**config.mk**
```make
export PLATFORM = sky130hd
export DESIGN_NAME = aes_block_framer
export DESIGN_NICKNAME = d
export VERILOG_FILES = /design/src/rtl/aes_block_framer.sv
export SDC_FILE = /design/constraint.sdc
export NUM_CORES = 1
export LEC_CHECK = 0
export BUFFER_PORTS_ARGS = -buffer_cell sky130_fd_sc_hd__buf_4
export CORE_AREA = 2 2 268 270
export DETAILED_ROUTE_END_ITERATION = 7
export DIE_AREA = 0 0 270 272
export GPL_ROUTABILITY_DRIVEN = 0
export MAX_ROUTING_LAYER = met4
export RECOVER_POWER = 25
export SLEW_MARGIN = 30
export SYNTH_ARGS = -nofsm -noshare
export SYNTH_HDL_FRONTEND = slang
export SYNTH_SLANG_ARGS = --single-unit
```
**constraint.sdc**
```tcl
create_clock -name clk -period 4.7 [get_ports clk]
set_input_delay 0.235 -clock clk [delete_from_list [all_inputs] [get_ports clk]]
set_output_delay 0.235 -clock clk [all_outputs]
set_load 0.1 [all_outputs]
```
**src/rtl/aes_block_framer.sv**
```systemverilog
// rtl/aes_block_framer.sv - packs 32-bit plaintext words into AES blocks and sequences the fixed-latency core
module aes_block_framer #(
    parameter int NK      = 4,
    parameter int NR      = 10,
    parameter int LATENCY = NR + 1
) (
    input  logic             clk,
    input  logic             rst_n,
    input  logic             key_load,
    input  logic [NK*32-1:0] key_in,
    output logic             key_ready,
    input  logic             in_valid,
    output logic             in_ready,
    input  logic [31:0]      in_data,
    output logic [127:0]     core_state,
    output logic [NK*32-1:0] core_key,
    input  logic [127:0]     core_result,
    output logic             out_valid,
    input  logic             out_ready,
    output logic [127:0]     out_data,
    output logic             busy,
    output logic [15:0]      block_cnt
);

    localparam int WCW = (LATENCY > 1) ? $clog2(LATENCY) : 1;

    typedef enum logic [1:0] {
        COLLECT = 2'd0,
        WAIT    = 2'd1,
        HOLD    = 2'd2
    } state_t;

    state_t           state;
    state_t           state_nxt;
    logic [1:0]       word_cnt;
    logic [WCW-1:0]   wait_cnt;
    logic [95:0]      pack;
    logic             in_fire;
    logic             out_fire;
    logic             last_word;
    logic             wait_done;

    assign in_ready  = (state == COLLECT);
    assign key_ready = (state == COLLECT) && (word_cnt == 2'd0);
    assign busy      = (state != COLLECT);

    assign in_fire   = in_valid && in_ready;
    assign out_fire  = out_valid && out_ready;
    assign last_word = in_fire && (word_cnt == 2'd3);
    assign wait_done = (state == WAIT) && (wait_cnt == WCW'(LATENCY - 1));

    always_comb begin
        state_nxt = state;
        case (state)
            COLLECT: if (last_word) state_nxt = WAIT;
            WAIT:    if (wait_done) state_nxt = HOLD;
            HOLD:    if (out_fire)  state_nxt = COLLECT;
            default: state_nxt = COLLECT;
        endcase
    end

    always_ff @(posedge clk or negedge rst_n) begin
        if (!rst_n) begin
            state <= COLLECT;
        end else begin
            state <= state_nxt;
        end
    end

    always_ff @(posedge clk or negedge rst_n) begin
        if (!rst_n) begin
            word_cnt   <= 2'd0;
            wait_cnt   <= '0;
            pack       <= '0;
            core_state <= '0;
            core_key   <= '0;
            out_data   <= '0;
            out_valid  <= 1'b0;
            block_cnt  <= 16'd0;
        end else begin
            if (in_fire) begin
                case (word_cnt)
                    2'd0:    pack[95:64] <= in_data;
                    2'd1:    pack[63:32] <= in_data;
                    2'd2:    pack[31:0]  <= in_data;
                    default: ;
                endcase
                word_cnt <= word_cnt + 2'd1;
            end
            // Word 3 bypasses the pack register so the block reaches the core on the same edge.
            if (last_word) begin
                core_state <= {pack, in_data};
                wait_cnt   <= '0;
            end
            if (state == WAIT) begin
                wait_cnt <= wait_cnt + 1'b1;
            end
            if (wait_done) begin
                out_data  <= core_result;
                out_valid <= 1'b1;
            end
            if (out_fire) begin
                out_valid <= 1'b0;
                block_cnt <= block_cnt + 16'd1;
            end
            // A key written with word 0 of a block applies to that block.
            if (key_load && key_ready) begin
                core_key <= key_in;
            end
        end
    end

endmodule

```
# ---- After elaboration in Yosys (flattened, before gate mapping)
# Index checks and enable logic that the tools add are counted.
dict set report totals {
  register_bits 505
  latch_bits 0
  ramBits 0
  romBits 0
  input_bits 293
  out_inout_bits 404
  wordCells 46
  memories 0
}
dict set report op_classes {
  add_sub_neg 3
  multipliers 0
  div 0
  magnitude_cmp 0
  eq_ne 9
  shift 0
  n_mux 8
  bitwise 0
  n_reduce_logical 15
}
# cell count
set op_table {}
lappend op_table {{16-bit by 1-bit adder with 16-bit output, second input constant} 1}
lappend op_table {{4-bit two-way mux} 2}
lappend op_table {{2-bit equality test, second input constant} 3}
lappend op_table {{1-bit logical AND} 6}
lappend op_table {{2-bit two-way mux} 3}
lappend op_table {{2-bit one-hot mux with 3 select lines} 1}
lappend op_table {{2-bit AND reduction} 3}
lappend op_table {{2-bit nonzero test} 3}
lappend op_table {{4-bit by 1-bit adder with 4-bit output, second input constant} 1}
lappend op_table {{2-bit by 1-bit equality test with 1-bit output, second input constant} 2}
lappend op_table {{4-bit equality test, second input constant} 1}
lappend op_table {{2-bit logical NOT} 2}
lappend op_table {{2-bit != test, second input constant} 2}
lappend op_table {{3-bit AND reduction} 1}
lappend op_table {{2-bit by 1-bit adder with 2-bit output, second input constant} 1}
lappend op_table {{1-bit two-way mux} 2}
lappend op_table {{2-bit by 1-bit != test with 1-bit output, second input constant} 1}

# ---- Longest topological paths before layout
# Gate-level depths: netlist of run 1.
dict set report logic_depth {
  depth_word 5
  depth_mapped 7
  ltp_nobuf 6
}

# ---- Least setup slack after synthesis of run 1
# Ideal clock, no wire load.
dict set report synth_path {
  path_kind {register to register}
  from {register block_cnt[3]}
  to {register block_cnt[13]}
  setup_ns 0.158
  t_arrival_ns 1.964
  required_ns 4.542
  setup_slack_ns 2.578
  path_stages_with_launch 5
  path_buffers 0
  synth_period_minus_slack_ns 2.122
  cell_sequence {dfrtp_1 > nand4_1 > nor3_1 > nand4_1 > xnor2_1}
}
dict set report synth_via {
  elab_chain_len 1
}
# item line
set synth_rtl {}
lappend synth_rtl {{from (decl)} 22} ;# output logic [15:0] block_cnt
lappend synth_rtl {{from (signal assigned)} 104} ;# block_cnt <= block_cnt + 16'd1;
lappend synth_rtl {{16-bit by 1-bit adder with 16-bit output} 104}
# Every way passes these cells.
# A chain may end at the register's enable or synchronous reset.

# ---- Worst setup path in the final report of run 1
dict set report layout_path {
  from {register state[0]}
  to {register core_key[17]}
}
dict set report layout_via {
  elab_chain_len 3
}
# item line
set layout_rtl {}
lappend layout_rtl {{from (decl)} 33} ;# state_t state;
lappend layout_rtl {{from (signal assigned)} 66} ;# state <= state_nxt;
lappend layout_rtl {{2-bit logical NOT} 44} ;# assign key_ready = (state == COLLECT) && (word_cnt == 2'd0);
lappend layout_rtl {{1-bit logical AND} 44}
lappend layout_rtl {{1-bit logical AND} 107} ;# if (key_load && key_ready) begin
lappend layout_rtl {{to (signal assigned)} 108} ;# core_key <= key_in;
lappend layout_rtl {{to (decl)} 16} ;# output logic [NK*32-1:0] core_key,
# Every way passes these cells.

==> results.sh, run 1 <==
export IMPL_status="complete, but fails checks"
export IMPL_failed_checks="capacitance limit, slew limit"
export IMPL_rsz0062_at_grt="no"
export IMPL_dieHeight_um=272
export IMPL_cts_buffers=54
export IMPL_wirelength_um=71000
export IMPL_critical_path_class="register to register"
export IMPL_drt_pass1_iter_count=5
export IMPL_drt_iter0_drc=652
export IMPL_hold_depth=3
export IMPL_slew_viol_final=83
export IMPL_min_delay_start="key_load"
export IMPL_tritoncts="built"
export IMPL_grt_usage_pct=19.4
export IMPL_antenna_found_initial=14
export IMPL_io_pins=697
export IMPL_avgRoutedWirePerCell_um=21.0
export IMPL_grt_overflow_total=0
export IMPL_min_path_type="input pin to register"
export IMPL_finalCriticalPeriod_ps=2770
export IMPL_finalSetupViolCount=0
export IMPL_crit_fanout=74
export IMPL_drive_gt1_share_pct=40.3
export IMPL_die_x_um=270
export IMPL_clock_sinks=505
export IMPL_path_clk_slew_ps=60
export IMPL_tns_ps=0
export IMPL_drtAntennaViolNets=0
export IMPL_start_kind="register"
export IMPL_via_count=14627
export IMPL_cap_violations=1
export IMPL_yosys_area_top_type_share_pct=64.3
export IMPL_dp_cells=2982
export IMPL_relSlewSlack_pct=-51.6
export IMPL_grt_pass1_wl_um=104000
export IMPL_critPathCaptureType="register"
export IMPL_cts_root_buffer="clkbuf_16"
export IMPL_fin_crit_sh_pct=58.8
export IMPL_ys_seq_elements=505
export IMPL_reg2reg_from="state[0]"
export IMPL_io_buffer_count=696
export IMPL_syn_avg_cell_area_um2=14.1
export IMPL_syn_inst=1392
export IMPL_worstPathArrival_ps=3250
export IMPL_syn_to_final_growth_pct=51.6
export IMPL_ys_types=32
export IMPL_clockBufferDepth=3
export IMPL_stdcell_count=3387
export IMPL_fmax_ghz=0.362
export IMPL_ys_warn_count=0
export IMPL_routed_via_density=4.32
export IMPL_synth_area_leaders="dfrtp_1 64%, mux2_2 12%, mux2_4 7.6%"
export IMPL_synth_nets=1692
export IMPL_fin_skew_ps=27.4
export IMPL_nNetsFinal=2680
export IMPL_async_flop_share_pct=100
export IMPL_worstSkewPairLatency_ps=610
export IMPL_dieArea_um2=73400
export IMPL_hold_viol=0
export IMPL_grt_pass1_vias=15786
export IMPL_core_um2=70800
export IMPL_synth_area_um2=19700
export IMPL_reg2reg_depth=4
export IMPL_r2r_end="core_key[17]"
export IMPL_synth_main_ff_cell="dfrtp_1"
export IMPL_initial_utilization_pct=27.8
export IMPL_ys_seq_area_share_pct=64.3
export IMPL_yosysTopAreaCell="dfrtp_1"
export IMPL_dpl_hpwl_um=50300
export IMPL_critPathRequiredTime_ps=5180
export IMPL_hold_path_end="core_key[36]"
export IMPL_tightest_slew_ps=2270
export IMPL_grt_max_degree=131
export IMPL_reg2reg_slack_ps=1930
export IMPL_h_tree_depth=2
export IMPL_synth_edf_count=0
export IMPL_fp_row_count=98
export IMPL_drc=0
metal layers:
layer | part of all wire, % | track usage (%) | up-vias
met5 | 0 | - | -
met4 | 5.4 | 9.24 | 0
met3 | 10 | 8.40 | 148
met2 | 47 | 30.5 | 504
met1 | 38 | 21.0 | 7376
li1 | - | - | 6599
sequential cells by signal, indices dropped and copies added (netlist names):
name / count
out_data: 128
core_key: 128
block_cnt: 16
state: 2
out_valid: 1
core_state: 128
pack: 96
wait_cnt: 4
word_cnt: 2
cell usage in the layout (no fill, tap or decap), types with 2 or more instances in the layout:
cell type      Yosys  final
inv_6              0      2
xor2_1             4      4
ha_1               7      7
nand3_1            8      7
and3_4             1      4
nor2_1             5      6
clkbuf_1           7    156
diode_2            0     13
o21ai_0            5      5
clkinv_4           0      3
nand4_1            7      7
clkinv_2           0     12
dlygate4sd3_1      0    291
dfrtp_1          505    505
clkbuf_8          11     12
buf_4              0    559
and4_1             2      2
inv_1              5      5
mux2_2           213    213
xnor2_1           13     13
buf_12             2      5
bufinv_16          0      2
clkinvlp_4         0      2
clkbuf_16          0     54
mux2_4           100    100
mux2_1            41     41
nand2_1          393    393
how the worst max path moves through the flow:
stage                      start         endpoint
floorplan           block_cnt[3]    block_cnt[13]
global placement        state[0]     core_key[96]
detailed placement      state[0]     core_key[50]
CTS                     state[0]     core_key[70]
global route               rst_n  core_state[102]
finish                  state[0]     core_key[17]
synthesized netlist by cell type, types with 5 or more instances:
master    number
inv_1          5
dfrtp_1      505
mux2_2       213
clkbuf_8      11
buf_6         13
xnor2_1       13
mux2_4       100
nand3_1        8
clkbuf_1       7
nand4_1        7
buf_2         25
nand2_1      393
nor2_1         5
mux2_1        41
ha_1           7
o21ai_0        5
buf_8         11
critical path: stages (launching register included):
cell     delay, ps
dfrtp_1        410
nor2_1         540
and3_4         680
buf_12         520
mux2_4         360
logic make-up after synthesis:
group	count (synthesis)	share of synthesized area (%)
simple gates	429	8.69
compound gates	5	0.127
mux	355	22.2
fa+ha+maj	7	0.446
xor+xnor	17	0.758
flops	505	64.3
buf+inv	74	3.43
per-stage QoR:
stage	area, um2	hold slack (ps)	setup WS [ps]	utilization [%]
final	29800	390	1930	42.1
after global routing	29800	379	1640	42.1
after CTS	30300	229	2280	42.8
after global placement	25600	291	2390	36.2
after floorplan	19700	-60.6	2580	-
after detailed placement	25600	303	2300	36.2
final cells by class:
type	count	area, um2
Antenna cell	13	32.5
Timing Repair Buffer	1001	7760
Clock inverter	23	229
Fill cell	6634	41000
Multi-Input combinational cell	813	6360
Inverter	5	18.8
Sequential cell	505	12600
Tap cell	950	1190
Clock buffer	77	1560
what timing repair did:
item | in CTS | in global routing
setup buffers | 0 | 0
endpoints found under the hold margin | 465 | 0
resized for setup | 0 | 0
hold buffers | 291 | 0
Power of run 1 is left out: the tool's default activity adds up to more than one toggle a clock period on the data nets, which glitch-free logic cannot reach.
==> inputs of run 2 (changes only) <==
--- a/config.mk
+++ b/config.mk
@@ -6,9 +6,9 @@
 export NUM_CORES = 1
 export LEC_CHECK = 0
 export BUFFER_PORTS_ARGS = -buffer_cell sky130_fd_sc_hd__buf_4
-export CORE_AREA = 2 2 268 270
+export CORE_AREA = 2 2 270 272
 export DETAILED_ROUTE_END_ITERATION = 7
-export DIE_AREA = 0 0 270 272
+export DIE_AREA = 0 0 272 274
 export GPL_ROUTABILITY_DRIVEN = 0
 export MAX_ROUTING_LAYER = met4
 export RECOVER_POWER = 25
==> constraint.sdc (replaced) <==
create_clock -name clk -period 2.65 [get_ports clk]
set_input_delay 0.1325 -clock clk [delete_from_list [all_inputs] [get_ports clk]]
set_output_delay 0.1325 -clock clk [all_outputs]
set_load 0.1 [all_outputs]
==> run 2 against run 1 <==
  * Clock skew is 14 ps lower
  * Final cell count rose by 0.56%
  * Worst hold slack got worse by 210 ps
  * The flow still finishes with violations (capacitance limit, slew limit)
  * Via count is 0.39% higher
  * Flip-flop and latch count did not move
  * Count of clock-buffer cells in the layout decreased by 1
  * First-iteration DRC count up 1.1%
  * Global-route usage decreased by 1.2 points
  * Critical path type unchanged
==> results.sh, run 2 (synthesis gave the netlist of run 1 again) <==
export IMPL_clock_sinks=505
export IMPL_io_buffer_count=696
export IMPL_fmax_ghz=0.479
export IMPL_failed_checks="capacitance limit, slew limit"
export IMPL_tns_ps=0
export IMPL_syn_to_final_growth_pct=56.5
export IMPL_dieHeight_um=274
export IMPL_status="complete, but fails checks"
export IMPL_drt_pass1_iter_count=4
export IMPL_drc=0
export IMPL_multi_input_area_um2=6360
export IMPL_start_kind="register"
export IMPL_routed_via_density=4.31
export IMPL_grt_max_degree=73
export IMPL_path_clk_slew_ps=60
export IMPL_dp_cells=3010
export IMPL_critPathRequiredTime_ps=3120
export IMPL_layout_common_cells="707 x buf_4, 505 x dfrtp_1, 393 x nand2_1"
export IMPL_worstSkewPairLatency_ps=590
export IMPL_cts_buffers=56
export IMPL_min_path_type="input pin to register"
export IMPL_min_delay_start="key_load"
export IMPL_clockBufferDepth=3
export IMPL_fin_crit_sh_pct=78.7
export IMPL_tritoncts="built"
export IMPL_grt_overflow_total=0
export IMPL_final_fill_count=6526
export IMPL_tightest_slew_ps=2020
export IMPL_core_um2=72000
export IMPL_fin_skew_ps=13.0
export IMPL_cap_violations=1
export IMPL_drtAntennaViolNets=0
export IMPL_layout_commonest_cell="buf_4"
export IMPL_nNetsFinal=2700
export IMPL_die_x_um=272
export IMPL_critPathCaptureType="register"
export IMPL_antenna_found_initial=4
export IMPL_seqCellArea_um2=12600
export IMPL_crit_fanout=42
export IMPL_stdcell_count=3406
export IMPL_finalCriticalPeriod_ps=2090
export IMPL_avgRoutedWirePerCell_um=20.1
export IMPL_rsz0062_at_grt="no"
export IMPL_io_pins=697
export IMPL_fp_row_count=99
export IMPL_slew_viol_final=55
export IMPL_fin_util_pct=42.7
export IMPL_hold_depth=3
export IMPL_relSlewSlack_pct=-34.6
export IMPL_wirelength_um=68400
export IMPL_reg2reg_depth=5
export IMPL_cts_repair_resized=0
export IMPL_reg2reg_from="word_cnt[0]"
export IMPL_drt_iter0_drc=659
export IMPL_dp_slack_ps=566
export IMPL_reg_top3="core_key: 128 flops, core_state: 128 flops, out_data: 128 flops"
export IMPL_critical_path_class="register to register"
export IMPL_worst_slack_ps=563
export IMPL_h_tree_depth=2
export IMPL_via_count=14684
export IMPL_hold_viol=0
export IMPL_grt_pass1_wl_um=100000
export IMPL_grt_pass1_vias=15613
export IMPL_dpl_hpwl_um=48700
export IMPL_drive_gt1_share_pct=46.7
export IMPL_dieArea_um2=74500
export IMPL_startpoint="word_cnt[0]"
export IMPL_worstPathArrival_ps=2560
export IMPL_finalSetupViolCount=0
export IMPL_cts_root_buffer="clkbuf_16"
export IMPL_grt_usage_pct=18.1
export IMPL_initial_utilization_pct=27.3
## run 2: cell type report
cell class	count	share of cell area (%)
clock buffers	76	5.16
inverters	5	0.0610
flip-flops and latches	505	41.1
clock inverters	25	1.21
repair buffers	1019	27.9
multi-input cells	813	20.7
well taps	959	3.90
diodes	4	0.0325
## run 2: per-layer routing
metal	up-vias	track usage [%]	share of wire [%]
met4	0	7.69	4.5
li1	6638	-	-
met2	467	30.4	50
met3	122	4.95	6.9
met1	7457	20.5	39
met5	-	-	0
## run 2: what timing repair did
item	4_1_cts	5_1_grt
endpoints found under the hold margin	569	0
hold buffers	291	0
buffers inserted	0	0
## run 2: path summary, 6_finish.rpt
kind	to	slack (ps)
worst max-delay path	core_key[16]	560
worst min-delay path	core_key[79]	180
worst max register to register	core_key[16]	560
worst min register to register	core_state[107]	460
max in group asynchronous	core_key[30]	610
min in group asynchronous	core_state[34]	670
## run 2: per-stage QoR
step	cell area [um2]	hold WS, ps
floorplan	19700	-163
CTS	30800	103
detailed placement	25900	170
global route	30800	149
global placement	25900	170
finish	30800	185
## run 2: worst max-delay path: stages (launching register included)
cell	delay, ps
dfrtp_1	420
inv_1	100
ha_1	300
and3_4	410
buf_12	340
mux2_4	340
Power of run 2 is left out for the same reason.
==> inputs of run 3 (changes only) <==
--- a/config.mk
+++ b/config.mk
@@ -6,9 +6,9 @@
 export NUM_CORES = 1
 export LEC_CHECK = 0
 export BUFFER_PORTS_ARGS = -buffer_cell sky130_fd_sc_hd__buf_4
-export CORE_AREA = 2 2 270 272
+export CORE_AREA = 2 2 268 270
 export DETAILED_ROUTE_END_ITERATION = 7
-export DIE_AREA = 0 0 272 274
+export DIE_AREA = 0 0 270 272
 export GPL_ROUTABILITY_DRIVEN = 0
 export MAX_ROUTING_LAYER = met4
 export RECOVER_POWER = 25
==> constraint.sdc (replaced) <==
create_clock -name clk -period 1.8 [get_ports clk]
set_input_delay 0.09 -clock clk [delete_from_list [all_inputs] [get_ports clk]]
set_output_delay 0.09 -clock clk [all_outputs]
set_load 0.1 [all_outputs]
==> run 3 against run 2 <==
  * Sequential share of layout area is 0.37 points lower
  * Register-to-register slack worse by 530 ps
  * Critical endpoint is now busy
  * Core utilization is 1.2 points higher
  * Global-route usage is 1.5 points higher
  * Via count is 0.93% higher
  * The flow now finishes without violations
  * Setup slack worse by 540 ps
  * Highest routed layer unchanged
  * Die area is 1.5% lower
  * Cell area is 1.0% higher
  * Worst hold slack better by 78 ps
==> results.sh, run 3 (synthesis gave the netlist of run 1 again) <==
export IMPL_layout_commonest_cell="buf_4"
export IMPL_antenna_found_initial=9
export IMPL_layout_common_cells="722 x buf_4, 493 x dfrtp_1, 392 x nand2_1"
export IMPL_grt_overflow_total=0
export IMPL_startpoint="state[0]"
export IMPL_finalCriticalPeriod_ps=1780
export IMPL_worst_slack_ps=21.8
export IMPL_io_buffer_count=696
export IMPL_drtAntennaViolNets=0
export IMPL_dieHeight_um=272
export IMPL_tritoncts="built"
export IMPL_dieArea_um2=73400
export IMPL_grt_pass1_wl_um=106000
export IMPL_fin_crit_sh_pct=98.8
export IMPL_hold_viol=0
export IMPL_critPathRequiredTime_ps=1710
export IMPL_grt_pass1_vias=16215
export IMPL_crit_family="buffers and inverters"
export IMPL_fp_row_count=98
export IMPL_h_tree_depth=2
export IMPL_clockBufferDepth=3
export IMPL_finalSetupViolCount=0
export IMPL_initial_utilization_pct=27.8
export IMPL_drt_iter0_drc=708
export IMPL_dpl_hpwl_um=51800
export IMPL_grt_usage_pct=19.6
export IMPL_drt_pass1_iter_count=4
export IMPL_drc=0
export IMPL_status="finished, final reports clean"
export IMPL_syn_to_final_growth_pct=58.1
export IMPL_nNetsFinal=2737
export IMPL_crit_cells=4
export IMPL_relSlewSlack_pct=36.3
export IMPL_cp_endpoint="busy"
export IMPL_final_fill_count=6385
export IMPL_reg2reg_slack_ps=30
export IMPL_io_pins=697
export IMPL_start_kind="register"
export IMPL_wirelength_um=72100
export IMPL_dp_slack_ps=-38.1
export IMPL_r2r_end="out_data[28]"
export IMPL_crit_slowest_cell="dfrtp_1"
export IMPL_die_x_um=270
export IMPL_worstPathArrival_ps=1690
export IMPL_stdcell_area_um2=31100
export IMPL_reg2reg_depth=5
export IMPL_worstSkewPairLatency_ps=600
export IMPL_crit_fanout=8
export IMPL_reg2reg_from="state[1]"
export IMPL_max_stage_delay_ps=400
export IMPL_cts_root_buffer="clkbuf_16"
export IMPL_grt_max_degree=77
export IMPL_fmax_ghz=0.562
export IMPL_cts_buffers=56
export IMPL_slew_viol_final=0
export IMPL_critical_path_class="register to output port"
export IMPL_crit_buf_inv=3
export IMPL_critPathCaptureType="output port"
export IMPL_fin_skew_ps=23.5
export IMPL_cap_violations=0
export IMPL_tightest_slew_ps=956
export IMPL_avgRoutedWirePerCell_um=20.9
export IMPL_tns_ps=0
export IMPL_routed_via_density=4.31
export IMPL_via_count=14820
export IMPL_crit_chain="nor2_4 > buf_8 > clkinvlp_4 > buf_12"
export IMPL_reg_top3="core_key: 128 flops, core_state: 128 flops, out_data: 128 flops"
export IMPL_drive_gt1_share_pct=48.0
export IMPL_placed_area_um2=26200
export IMPL_min_path_type="input pin to register"
export IMPL_path_clk_slew_ps=60
export IMPL_rsz0062_at_grt="yes"
export IMPL_whs_ps=263
export IMPL_clock_sinks=505
export IMPL_core_um2=70800
run 3: changes by cell type in the layout (fill, tap and decap cells not counted), sizes merged:
cell,previous run,this run
buf,723,751
bufinv,9,2
clkbuf,81,99
clkinvlp,3,4
diode,4,11
inv,7,5
run 3: metrics by stage:
| step | util (%) | cells |
|---|---|---|
| CTS | 43.9 | 3428 |
| global placement | 37.1 | 3031 |
| finish | 43.9 | 3442 |
| detailed placement | 37.1 | 3031 |
| floorplan | - | 1392 |
| global route | 43.9 | 3439 |
run 3: repair_timing:
item                       CTS  global route
cloned                       0             2
buffers inserted             3             1
pin swaps                    2             0
hold endpoints to repair   754             0
gates resized for setup     10             9
hold buffers               292             0
setup endpoints to repair   45            51
run 3: cell type report:
type	instances	area [um2]	area share (%)
Sequential cell	505	12700	40.7
Timing Repair Buffer	1056	8970	28.9
Multi-Input combinational cell	813	6400	20.6
Clock buffer	85	1650	5.31
Tap cell	950	1190	3.83
Clock inverter	17	158	0.507
Antenna cell	11	27.5	0.0886
Inverter	5	22.5	0.0725
run 3: worst min path at each step:
stage | from | endpoint | slack (ps) | cells after the start
final | key_in[94] | core_key[94] | 260 | 3
after global routing | key_in[124] | core_key[124] | 240 | 3
after CTS | rst_n | pack[55] | 90 | 3
after detailed placement | rst_n | core_state[1] | 8 | 1
after global placement | rst_n | core_state[4] | 7 | 1
after floorplan | rst_n | block_cnt[0] | -210 | 0
run 3: per-layer routing:
layer	wire length [um]	up-vias	global-route usage (%)
met4	3150	0	7.59
met3	6760	136	7.73
li1	-	6743	-
met2	35700	550	32.9
met1	26500	7391	20.7
met5	0	-	-
run 3: worst reg2reg max path: cells and delay by family (launching register included):
family / cells / cell delay, ps
DFF: 1 / 420
buffers and inverters: 2 / 410
and+or+nand+nor: 2 / 440
muxes: 1 / 370
Power of run 3 is left out for the same reason.
